--- src/rtl/ser_window_arbiter_if.sv ---
// ser_window_arbiter_if: requester handshake plus serial-engine window bus.
interface ser_window_arbiter_if;
    logic [1:0] req;
    logic [9:0] req_addr0;
    logic [9:0] req_addr1;
    logic [1:0] req_rnw;
    logic [1:0] ack;
    logic [1:0] err;
    logic       rdata;
    logic [9:0] BA;
    logic       BR_W;
    logic       SSER;
    logic       SDRD;
    logic       busy;
    modport master (output req, req_addr0, req_addr1, req_rnw, SDRD,
                    input  ack, err, rdata, BA, BR_W, SSER, busy);
    modport slave  (input  req, req_addr0, req_addr1, req_rnw, SDRD,
                    output ack, err, rdata, BA, BR_W, SSER, busy);
endinterface

--- src/rtl/ser_window_arbiter.sv ---
// ser_window_arbiter: round-robin CPU/DMA access to the serial-engine register window.
module ser_window_arbiter #(
    parameter int WAIT_CYCLES  = 2,
    parameter int SETUP_CYCLES = 1
) (
    input logic clk,
    input logic rst,
    ser_window_arbiter_if.slave bus
);
    typedef enum logic [2:0] {IDLE, SETUP, STROBE, SAMPLE, DONE} state_t;
    state_t     state;
    logic [3:0] cnt;
    logic       rr, owner, win, in_win;
    logic [1:0] live, ack_q, err_q;
    logic [9:0] win_addr, ba_q;
    logic       rdata_q, brw_q, sser_q, busy_q;
    // a port whose err is pulsing this cycle still holds req, so it must not be re-granted
    always_comb begin
        live     = bus.req & ~err_q;
        win      = (live == 2'b11) ? rr : live[1];
        win_addr = win ? bus.req_addr1 : bus.req_addr0;
        in_win   = ~win_addr[9] & win_addr[8];
    end
    always_ff @(posedge clk) begin
        if (rst) begin
            state   <= IDLE;
            cnt     <= '0;
            rr      <= 1'b0;
            owner   <= 1'b0;
            ack_q   <= '0;
            err_q   <= '0;
            rdata_q <= 1'b0;
            ba_q    <= '0;
            brw_q   <= 1'b1;
            sser_q  <= 1'b1;
            busy_q  <= 1'b0;
        end else begin
            ack_q <= '0;
            err_q <= '0;
            case (state)
                IDLE: if (|live) begin
                    rr <= ~win;
                    if (in_win) begin
                        ba_q   <= win_addr;
                        brw_q  <= win ? bus.req_rnw[1] : bus.req_rnw[0];
                        owner  <= win;
                        cnt    <= 4'(SETUP_CYCLES - 1);
                        busy_q <= 1'b1;
                        state  <= SETUP;
                    end else begin
                        err_q[win] <= 1'b1;
                    end
                end
                SETUP: if (cnt == 4'd0) begin
                    sser_q <= 1'b0;
                    cnt    <= 4'(WAIT_CYCLES - 1);
                    state  <= STROBE;
                end else begin
                    cnt <= cnt - 4'd1;
                end
                STROBE: if (cnt == 4'd0) state <= SAMPLE;
                        else cnt <= cnt - 4'd1;
                SAMPLE: begin
                    if (brw_q) rdata_q <= bus.SDRD;
                    sser_q       <= 1'b1;
                    brw_q        <= 1'b1;
                    ack_q[owner] <= 1'b1;
                    state        <= DONE;
                end
                DONE: begin
                    busy_q <= 1'b0;
                    state  <= IDLE;
                end
                default: state <= IDLE;
            endcase
        end
    end
    assign bus.ack   = ack_q;
    assign bus.err   = err_q;
    assign bus.rdata = rdata_q;
    assign bus.BA    = ba_q;
    assign bus.BR_W  = brw_q;
    assign bus.SSER  = sser_q;
    assign bus.busy  = busy_q;
endmodule
--- src/flat_wrapper.sv ---
// flat-port wrapper written by rule: the top's interface ports become plain ports
module ser_window_arbiter_flat 
#(
    parameter int WAIT_CYCLES  = 2,
    parameter int SETUP_CYCLES = 1
)
  (clk, rst, bus_req, bus_req_addr0, bus_req_addr1, bus_req_rnw, bus_SDRD, bus_ack, bus_err, bus_rdata, bus_BA, bus_BR_W, bus_SSER, bus_busy);
  ser_window_arbiter_if bus_i ();
  input logic clk;
  input logic rst;
  input wire logic [$bits(bus_i.req)-1:0] bus_req;
  input wire logic [$bits(bus_i.req_addr0)-1:0] bus_req_addr0;
  input wire logic [$bits(bus_i.req_addr1)-1:0] bus_req_addr1;
  input wire logic [$bits(bus_i.req_rnw)-1:0] bus_req_rnw;
  input wire logic [$bits(bus_i.SDRD)-1:0] bus_SDRD;
  output wire logic [$bits(bus_i.ack)-1:0] bus_ack;
  output wire logic [$bits(bus_i.err)-1:0] bus_err;
  output wire logic [$bits(bus_i.rdata)-1:0] bus_rdata;
  output wire logic [$bits(bus_i.BA)-1:0] bus_BA;
  output wire logic [$bits(bus_i.BR_W)-1:0] bus_BR_W;
  output wire logic [$bits(bus_i.SSER)-1:0] bus_SSER;
  output wire logic [$bits(bus_i.busy)-1:0] bus_busy;
  assign bus_i.req = bus_req;
  assign bus_i.req_addr0 = bus_req_addr0;
  assign bus_i.req_addr1 = bus_req_addr1;
  assign bus_i.req_rnw = bus_req_rnw;
  assign bus_i.SDRD = bus_SDRD;
  assign bus_ack = bus_i.ack;
  assign bus_err = bus_i.err;
  assign bus_rdata = bus_i.rdata;
  assign bus_BA = bus_i.BA;
  assign bus_BR_W = bus_i.BR_W;
  assign bus_SSER = bus_i.SSER;
  assign bus_busy = bus_i.busy;
  ser_window_arbiter #(.WAIT_CYCLES(WAIT_CYCLES), .SETUP_CYCLES(SETUP_CYCLES)) u_core (.clk(clk), .rst(rst), .bus(bus_i));
endmodule
--- config.mk ---
export PLATFORM = sky130hd
export DESIGN_NAME = ser_window_arbiter_flat
export DESIGN_NICKNAME = d
export VERILOG_FILES = /design/src/rtl/ser_window_arbiter_if.sv /design/src/rtl/ser_window_arbiter.sv /design/src/flat_wrapper.sv
export SDC_FILE = /design/constraint.sdc
export NUM_CORES = 1
export LEC_CHECK = 0
export CAP_MARGIN = 10
export CORE_UTILIZATION = 41
export CTS_CLUSTER_DIAMETER = 30
export DETAILED_ROUTE_END_ITERATION = 16
export GPL_TIMING_DRIVEN = 0
export PLACE_DENSITY = 0.79
export SLEW_MARGIN = 20
export SYNTH_ARGS = -nofsm -noshare
export SYNTH_HDL_FRONTEND = slang
export SYNTH_SLANG_ARGS = --single-unit
--- constraint.sdc ---
create_clock -name clk -period 1.9 [get_ports clk]
set_clock_uncertainty 0.15 [all_clocks]
set_input_delay 0.285 -clock clk [delete_from_list [all_inputs] [get_ports clk]]
set_output_delay 0.285 -clock clk [all_outputs]
set_load 0.01 [all_outputs]
==> results.tsv, run 1 <==
metric	value	unit
syn nets	190	
I/O pins	45	
#FFs+latches synth	27	
pre-CTS setup slack	-0.463	ns
Cells after Synth	161	
final net count	240	
Post-synth EDFFs	0	
initial antenna violation count	0	
detailed-route DRC error count	0	
Vias/cell	5.21	
WP buf/inv	1	
Ant. Diodes	0	
WP data arrival	1.96	ns
slowest stage delay, CP	0.45	ns
worst-path cell chain	or3b_4 > and4_4 > o21ai_4 > buf_6 > mux2_4	
footprint of the multi-input gates	871	um^2
Die W	61.4	um
number of global-route vias before repair	1218	
P_leak	0.797	nW
Hold Crit Class	in -> reg	
clock root buffer	clkbuf_4	
H-tree levels	1	
Worst-path clk slew	0.15	ns
fin. max-slew vios	0	
most instantiated library cell after synthesis	dfxtp_1	
FILL cells	320	
Total GRT Usage	18.6	%
die area	0.00377	mm^2
Pre-Repair DR Iteration Count	4	
CTS Sinks	27	
TritonCTS Buffers	3	
share of cells above drive strength 1	15.2	%
CP Capture Type	register	
clk_lat worst skew	0.32	ns
Core ar.	0.00336	mm^2
row count	21	
Routed WL	3370	um
Max clock buf depth	2	
total of max-cap violations	0	
top-area cell type share of the netlist area	37.4	%
post-synth design cell area	0.00145	mm^2
CP Launch Type	register	
critical path peak fanout	7	
port bufs	43	
CTS tree	yes	
post-route antenna net violation count	0	
Data required, critical path	1.98	ns
main area contributors after synthesis	dfxtp_1 37%, mux2_4 6.2%, nor2b_1 5.6%	
Power Density	678	mW/mm^2
fmax	0.533	GHz
register area share after synthesis	37.4	%
first-pass GRT wire length	5310	um
post-synth top area cell	dfxtp_1	
Reg area	547	um^2
WS Path Type	reg -> reg	
initial core utilization	43.0	%
slew margin rel.	46.1	%
Ys Warns	0	
Final Hold Vio Count	0	
RePlAce Congestion	0.826	
via count	1333	
chip height	61.4	um
dpl hpwl	2500	um
setup ws final	0.0244	ns
status	complete, no violations	
top_reg_cell synth	dfxtp_1	
WL/cell	13.2	um
largest net degree at the start of global routing	17	
VDD IR max	512	uV
grt total ovfl	0	
DR iter-0 viols	30	
CP max-delay cell	or3b_4	
Synth cell types	47	
FFs w/ async S/R, synth	0	%
Final Setup Violations	0	
Final min period	1.88	ns
syn_area_per_cell	8.98	um^2
CP delay by family, top	simple AND/OR/NAND/NOR gates	
top cells by count, synth	27 x dfxtp_1, 13 x nor2b_1, 12 x a21oi_1	
setup_tns	0	ns
Slew @ Worst Pin	0.806	ns
fin crit share	98.7	%
Hold Buf Count CTS	0	
area grow syn2layout	39.7	%
through the flow:
stage	utilization [%]	total power, mW	cells	hold slack [ns]	cell area [um^2]
finish	60.0	1.37	256	0.275	2020
global route	60.0	1.44	256	0.309	2020
CTS	59.3	1.36	255	0.272	1990
detailed placement	57.5	1.09	250	0.288	1930
global placement	57.5	1.08	250	0.291	1930
floorplan	-	0.929	161	0.267	1450
cell usage in the layout (no fill, tap or decap), types with 3 or more instances in the layout:
cell | synthesis | routed
mux2i_1 | 5 | 5
nand2b_1 | 5 | 5
clkbuf_4 | 0 | 3
dfxtp_2 | 0 | 5
mux2_4 | 6 | 6
nor2_1 | 10 | 10
clkbuf_1 | 5 | 3
a21oi_1 | 12 | 12
o21a_1 | 3 | 3
nor3_1 | 3 | 3
and3_1 | 3 | 3
o21ai_0 | 8 | 8
inv_1 | 6 | 6
nand3_1 | 8 | 8
clkdlybuf4s50_1 | 0 | 42
nor2b_1 | 13 | 12
dfxtp_1 | 27 | 22
nand2_1 | 8 | 8
state kept, by name, indices dropped and copies added (netlist names):
name / flops
u_core.cnt: 4
u_core.state: 3
u_core.bus.BR_W: 1
u_core.bus.SSER: 1
u_core.bus.rdata: 1
u_core.bus.err: 2
u_core.bus.ack: 2
u_core.rr: 1
u_core.owner: 1
u_core.bus.BA: 10
u_core.bus.busy: 1
worst paths after layout:
check,start,endpoint,slack [ns],cells past startpoint
min,rst,u_core.bus.BA[0]$_SDFFE_PP0P_,0.28,3
max reg2reg,u_core.rr$_SDFFE_PP0P_,u_core.bus.BA[6]$_SDFFE_PP0P_,0.02,5
max,u_core.rr$_SDFFE_PP0P_,u_core.bus.BA[6]$_SDFFE_PP0P_,0.02,5
min reg2reg,u_core.owner$_SDFFE_PP0P_,u_core.bus.ack[0]$_SDFF_PP0_,0.31,1
worst register-to-register path: cells and delay by family, from the launching register on:
family / cells / cell delay, ns
DFF: 1 / 0.38
and+or+nand+nor: 2 / 0.63
buffers and inverters: 1 / 0.17
muxes: 1 / 0.31
AOI/OAI and AO/OA: 1 / 0.14
area by class of cell:
cell class	count	share of cell area, %
tap	46	2.85
sequential	27	27.1
timing repair buffer	45	22.0
multi-input combinational	120	43.1
buffer	8	2.35
clock inverter	1	0.372
inverter	6	1.12
clock buffer	3	1.12
kinds of logic after synthesis:
| group | synth area share, % |
|---|---|
| and+or+nand+nor | 24.5 |
| xor gates and xnor gates | 0.606 |
| buffers and inverters | 4.67 |
| muxes | 11.3 |
| AOI/OAI and AO/OA | 19.8 |
| DFF | 37.4 |
| adders and majority gates | 1.73 |
repair_timing:
item                       in CTS  in global routing
cloned                          0                  0
resized for setup               7                  9
pin swaps                       3                  4
buffers inserted                1                  1
hold endpoints to repair        0                  0
setup endpoints to repair      11                 11
power breakdown:
group          total (mW)  internal [mW]  switching, mW  leakage, nW
Sequential          0.645          0.611         0.0346        0.222
Clock               0.257         0.0804          0.177       0.0139
Combinational       0.466          0.254          0.213        0.561
Total                1.37          0.945          0.424        0.797
metal layers:
metal	global-route usage, %	share of wire (%)
met2	32.0	47
met5	0	0
met3	2.52	3.0
met1	25.5	50
met4	2.86	0
(Power assumes the default switching activity.)
==> inputs of run 2 (changes only) <==
Settings changed: SETUP_SLACK_MARGIN from default to 0.1.
==> run 2 against run 1 <==
  * Total power increased by 5.2%
  * Worst setup slack improved by 0.044 ns
  * Non-clock buffer count increased by 11
  * First-iteration DRC count increased by 6.7%
  * Critical path type unchanged
  * Count of clock-buffer cells in the layout unchanged
  * Die area unchanged
  * Hold slack improved by 0.0054 ns
  * Via count increased by 6.5%
  * Critical path depth unchanged
  * Wire length increased by 10%
  * Design area increased by 5.2%
==> results.tsv, run 2 (synthesis results as in run 1) <==
metric	value	unit
via count	1419	
most common library cell in the layout ignoring fill and taps	clkdlybuf4s50_1	
met3 WL	180	um
row count	21	
Slew @ Worst Pin	0.510	ns
Pre-Repair DR Iteration Count	4	
clk_lat worst skew	0.33	ns
first-pass GRT wire length	5880	um
grt total ovfl	0	
CP max-delay cell	or3b_4	
cell depth of the worst min-delay path	3	
status	complete, no violations	
Min Hold Slack	0.281	ns
CP Launch Type	register	
Critical R2R Capture	u_core.bus.BA[6]$_SDFFE_PP0P_	
Hold Crit Class	in -> reg	
Vias/cell	5.31	
fin crit share	96.4	%
CP Capture Type	register	
largest net degree at the start of global routing	16	
Routed WL	3710	um
final net count	251	
Core ar.	0.00336	mm^2
pre-CTS setup slack	-0.426	ns
port bufs	43	
detailed-route DRC error count	0	
Hold Path End	u_core.bus.BA[0]$_SDFFE_PP0P_	
setup ws final	0.0688	ns
Met2 Wirelength	1780	um
CTS tree	yes	
FILL cells	292	
setup_tns	0	ns
fmax	0.546	GHz
post-route antenna net violation count	0	
Levels on crit path	5	
RePlAce Congestion	0.847	
fin. max-slew vios	0	
clock root buffer	clkbuf_4	
WP data arrival	1.92	ns
Post-Layout Inst Area	0.00212	mm^2
uppermost layer routed	met4	
WL/cell	13.9	um
area post-placement	0.00193	mm^2
slowest stage delay, CP	0.43	ns
Power Density	678	mW/mm^2
Total GRT Usage	20.7	%
critical path peak fanout	8	
I/O pins	45	
footprint of the multi-input gates	887	um^2
Final Setup Violations	0	
max reg flops	10	
worst-path cell chain	or3b_4 > and4_4 > o21ai_4 > buf_8 > mux2_4	
Die W	61.4	um
RSZ-0062 raised after global routing	yes	
register-to-register setup slack	0.07	ns
R2R depth	5	
WS Path Type	reg -> reg	
VDD IR max	421	uV
CTS Sinks	27	
Hold Buf Count CTS	0	
Overall Power	1.44	mW
initial core utilization	43.0	%
total of max-cap violations	0	
Worst-path clk slew	0.15	ns
commonest cells after routing, fill and taps aside	42 x clkdlybuf4s50_1, 21 x dfxtp_1, 12 x nor2b_1, 12 x a21oi_1, 12 x buf_4	
CP startpoint	u_core.rr$_SDFFE_PP0P_	
dpl hpwl	2490	um
number of global-route vias before repair	1298	
Max clock buf depth	2	
Data required, critical path	1.99	ns
hold_sp	rst	
DR iter-0 viols	32	
Ant. Diodes	0	
Final Hold Vio Count	0	
area grow syn2layout	47.0	%
P_leak	0.861	nW
WP buf/inv	1	
share of cells above drive strength 1	21.3	%
TritonCTS Buffers	3	
H-tree levels	1	
reg2reg start	u_core.rr$_SDFFE_PP0P_	
die area	0.00377	mm^2
Reg area	548	um^2
chip height	61.4	um
Final min period	1.83	ns
initial antenna violation count	0	
CP delay by family, top	simple AND/OR/NAND/NOR gates	
slew margin rel.	66.0	%
met1 wire length	1700	um
run 2: final cells by class:
cell class,count,share of cell area (%)
Clock buffer,3,1.06
Sequential cell,27,25.8
Buffer,8,2.41
Inverter,6,1.06
Multi-Input combinational cell,120,41.8
Timing Repair Buffer,56,25.0
Clock inverter,1,0.236
Tap cell,46,2.71
run 2: power by group:
part	switching (mW)	total, mW	leakage (nW)	internal, mW
Clock	0.177	0.256	0.0177	0.0792
Combinational	0.240	0.541	0.621	0.302
Sequential	0.0312	0.643	0.222	0.612
Total	0.448	1.44	0.861	0.993
run 2: metal layers:
layer / track usage (%) / vias to the layer above
met5: 0 / -
met4: 6.03 / 0
met3: 2.94 / 8
met2: 34.5 / 45
met1: 27.9 / 668
li1: - / 698
run 2: worst register-to-register path, cell delays in order, from the launching register on:
cell and delay [ns]:
dfxtp_2 0.36, or3b_4 0.43, and4_4 0.19, o21ai_4 0.15
buf_8 0.16, mux2_4 0.30
run 2: timing repair:
action | CTS | global route
endpoints found under the setup margin | 17 | 17
resized for setup | 13 | 8
buffers inserted | 6 | 7
pin swaps | 5 | 2
run 2: metrics by stage:
stage,util (%),instances
floorplan,-,161
global placement,57.5,250
detailed placement,57.5,250
global route,63.2,267
CTS,60.8,260
finish,63.2,267
run 2: worst max path at each step:
stage	end	slack [ns]
2_1_floorplan	u_core.bus.BA[1]$_SDFFE_PP0P_	0.11
3_3_place_gp	u_core.bus.BR_W$_SDFFE_PP1P_	-0.45
3_5_place_dp	u_core.bus.BR_W$_SDFFE_PP1P_	-0.43
4_1_cts	u_core.bus.BA[6]$_SDFFE_PP0P_	0.08
5_1_grt	u_core.state[0]$_SDFFE_PP0P_	-0.003
6_report	u_core.bus.BA[6]$_SDFFE_PP0P_	0.07
==> inputs of run 3 (changes only) <==
Settings changed: CORE_ASPECT_RATIO from default to 1.5, TNS_END_PERCENT from default to 1.
==> run 3 against run 2 <==
  * Design area shrank 1.4%
  * Die area grew 0.13%
  * First-iteration DRC count grew 28%
  * Hold slack gained 0.034 ns
  * Combinational power shrank 6.3%
  * Utilization shrank 1.2 points
  * Sequential power is essentially flat
  * Cell count shrank 4.5%
  * Register-to-register slack is essentially flat
==> results.tsv, run 3 (synthesis results as in run 1) <==
metric	value	unit
clock share of power	23.0	%
total of max-cap violations	0	
Die W	50.5	um
Hold Crit Class	reg -> reg	
Core ar.	0.00338	mm^2
footprint of the multi-input gates	901	um^2
CP Launch Type	register	
Sw Pwr	0.463	mW
TritonCTS Buffers	3	
Max clock buf depth	2	
pre-CTS setup slack	-0.478	ns
Ant. Diodes	0	
fin crit share	96.8	%
post-route antenna net violation count	0	
DR iter-0 viols	41	
area post-placement	0.00193	mm^2
Combinational Power Share	33.9	%
Final Hold Vio Count	0	
WL/cell	14.5	um
Final Setup Violations	0	
Power Density	714	mW/mm^2
commonest cells after routing, fill and taps aside	41 x clkdlybuf4s50_1, 20 x dfxtp_1, 12 x nor2b_1, 12 x a21oi_1, 10 x nor2_1	
largest net degree at the start of global routing	17	
WS Path Type	reg -> reg	
H-tree levels	1	
initial core utilization	42.7	%
initial antenna violation count	0	
Seq pwr share	43.1	%
P_leak	0.846	nW
RSZ-0062 raised after global routing	yes	
status	complete, no violations	
RePlAce Congestion	0.874	
CP startpoint	u_core.rr$_SDFFE_PP0P_	
FILL cells	297	
Final min period	1.84	ns
slew margin rel.	66.9	%
most common library cell in the layout ignoring fill and taps	clkdlybuf4s50_1	
sw frac	30.9	%
Reg area	549	um^2
Pre-Repair DR Iteration Count	4	
first-pass GRT wire length	6150	um
grt total ovfl	0	
Critical R2R Capture	u_core.bus.BA[4]$_SDFFE_PP0P_	
max reg flops	10	
die area	0.00377	mm^2
Worst-path clk slew	0.10	ns
Overall Power	1.50	mW
clk_lat worst skew	0.27	ns
R2R depth	5	
Pint	1.03	mW
VDD IR max	641	uV
number of global-route vias before repair	1356	
Data required, critical path	1.92	ns
Slew @ Worst Pin	0.497	ns
CTS tree	yes	
setup ws final	0.0608	ns
I/O pins	45	
port bufs	43	
dpl hpwl	2540	um
Routed WL	3690	um
row count	26	
reg2reg start	u_core.rr$_SDFFE_PP0P_	
CP Capture Type	register	
Total GRT Usage	21.0	%
register-to-register setup slack	0.06	ns
crit path to	u_core.bus.BA[4]$_SDFFE_PP0P_	
area grow syn2layout	45.0	%
clock root buffer	clkbuf_8	
fmax	0.544	GHz
chip height	74.7	um
Vias/cell	5.53	
Post-Layout Inst Area	0.00210	mm^2
critical path peak fanout	8	
detailed-route DRC error count	0	
via count	1409	
final net count	243	
share of cells above drive strength 1	19.7	%
WP data arrival	1.86	ns
CTS Sinks	27	
fin. max-slew vios	0	
[run 3: cell types whose count changed in the layout (fill, tap and decap cells not counted), sizes merged]
cell / before / now
buf: 17 / 8
clkbuf: 7 / 8
clkdlybuf4s50: 42 / 41
clkinv: 1 / 0
clkinvlp: 0 / 1
dlymetal6s2s: 0 / 1
[run 3: critical path: stages, from the launching register on]
cell and delay (ns):
dfxtp_2 0.34, or3b_4 0.43, and4_4 0.19, o21ai_4 0.15, buf_6 0.18, mux2_4 0.30
[run 3: power by group through the flow]
stage | clock, mW | combinational [mW] | sequential, mW
2_1_floorplan | 0 | 0.269 | 0.660
3_3_place_gp | 0 | 0.435 | 0.652
3_5_place_dp | 0 | 0.438 | 0.652
4_1_cts | 0.339 | 0.482 | 0.642
5_1_grt | 0.369 | 0.546 | 0.650
6_report | 0.344 | 0.507 | 0.644
[run 3: area by class of cell]
class	count	area share (%)
multi-input cells	120	43.0
inverters	6	1.07
plain buffers	8	2.33
flip-flops and latches	27	26.2
repair buffers	48	22.6
well taps	42	2.51
clock inverters	1	0.358
clock buffers	3	1.97
[run 3: per-stage QoR]
stage	hold WS (ns)	setup TNS [ns]	std cells	utilization [%]
4_1_cts	0.318	0	255	60.8
6_report	0.314	0	255	61.9
3_3_place_gp	0.289	-6.58	246	57.0
3_5_place_dp	0.295	-7.11	246	57.0
2_1_floorplan	0.267	0	161	-
5_1_grt	0.336	0	255	61.9
[run 3: worst min path at each step]
stage | start | to | slack [ns] | cells past startpoint
finish | u_core.bus.SSER$_SDFFE_PP1P_ | u_core.bus.SSER$_SDFFE_PP1P_ | 0.31 | 1
global route | u_core.bus.SSER$_SDFFE_PP1P_ | u_core.bus.SSER$_SDFFE_PP1P_ | 0.34 | 1
CTS | u_core.bus.SSER$_SDFFE_PP1P_ | u_core.bus.SSER$_SDFFE_PP1P_ | 0.32 | 1
detailed placement | u_core.bus.SSER$_SDFFE_PP1P_ | u_core.bus.SSER$_SDFFE_PP1P_ | 0.29 | 1
global placement | u_core.bus.SSER$_SDFFE_PP1P_ | u_core.bus.SSER$_SDFFE_PP1P_ | 0.29 | 1
floorplan | u_core.owner$_SDFFE_PP0P_ | u_core.bus.ack[0]$_SDFF_PP0_ | 0.27 | 1
[run 3: what timing repair did]
item / CTS / global route
cloned: 0 / 0
gates resized for setup: 16 / 11
hold buffers: 0 / 0
pin swaps: 5 / 6
setup endpoints to repair: 20 / 17
setup buffers: 5 / 0
[run 3: layer usage]
metal,GRT usage (%),wire length [um],vias to the layer above
met5,0,0,-
met4,9.88,88,0
met3,2.02,129,8
met2,38.8,1970,47
met1,24.1,1500,679
li1,-,-,675
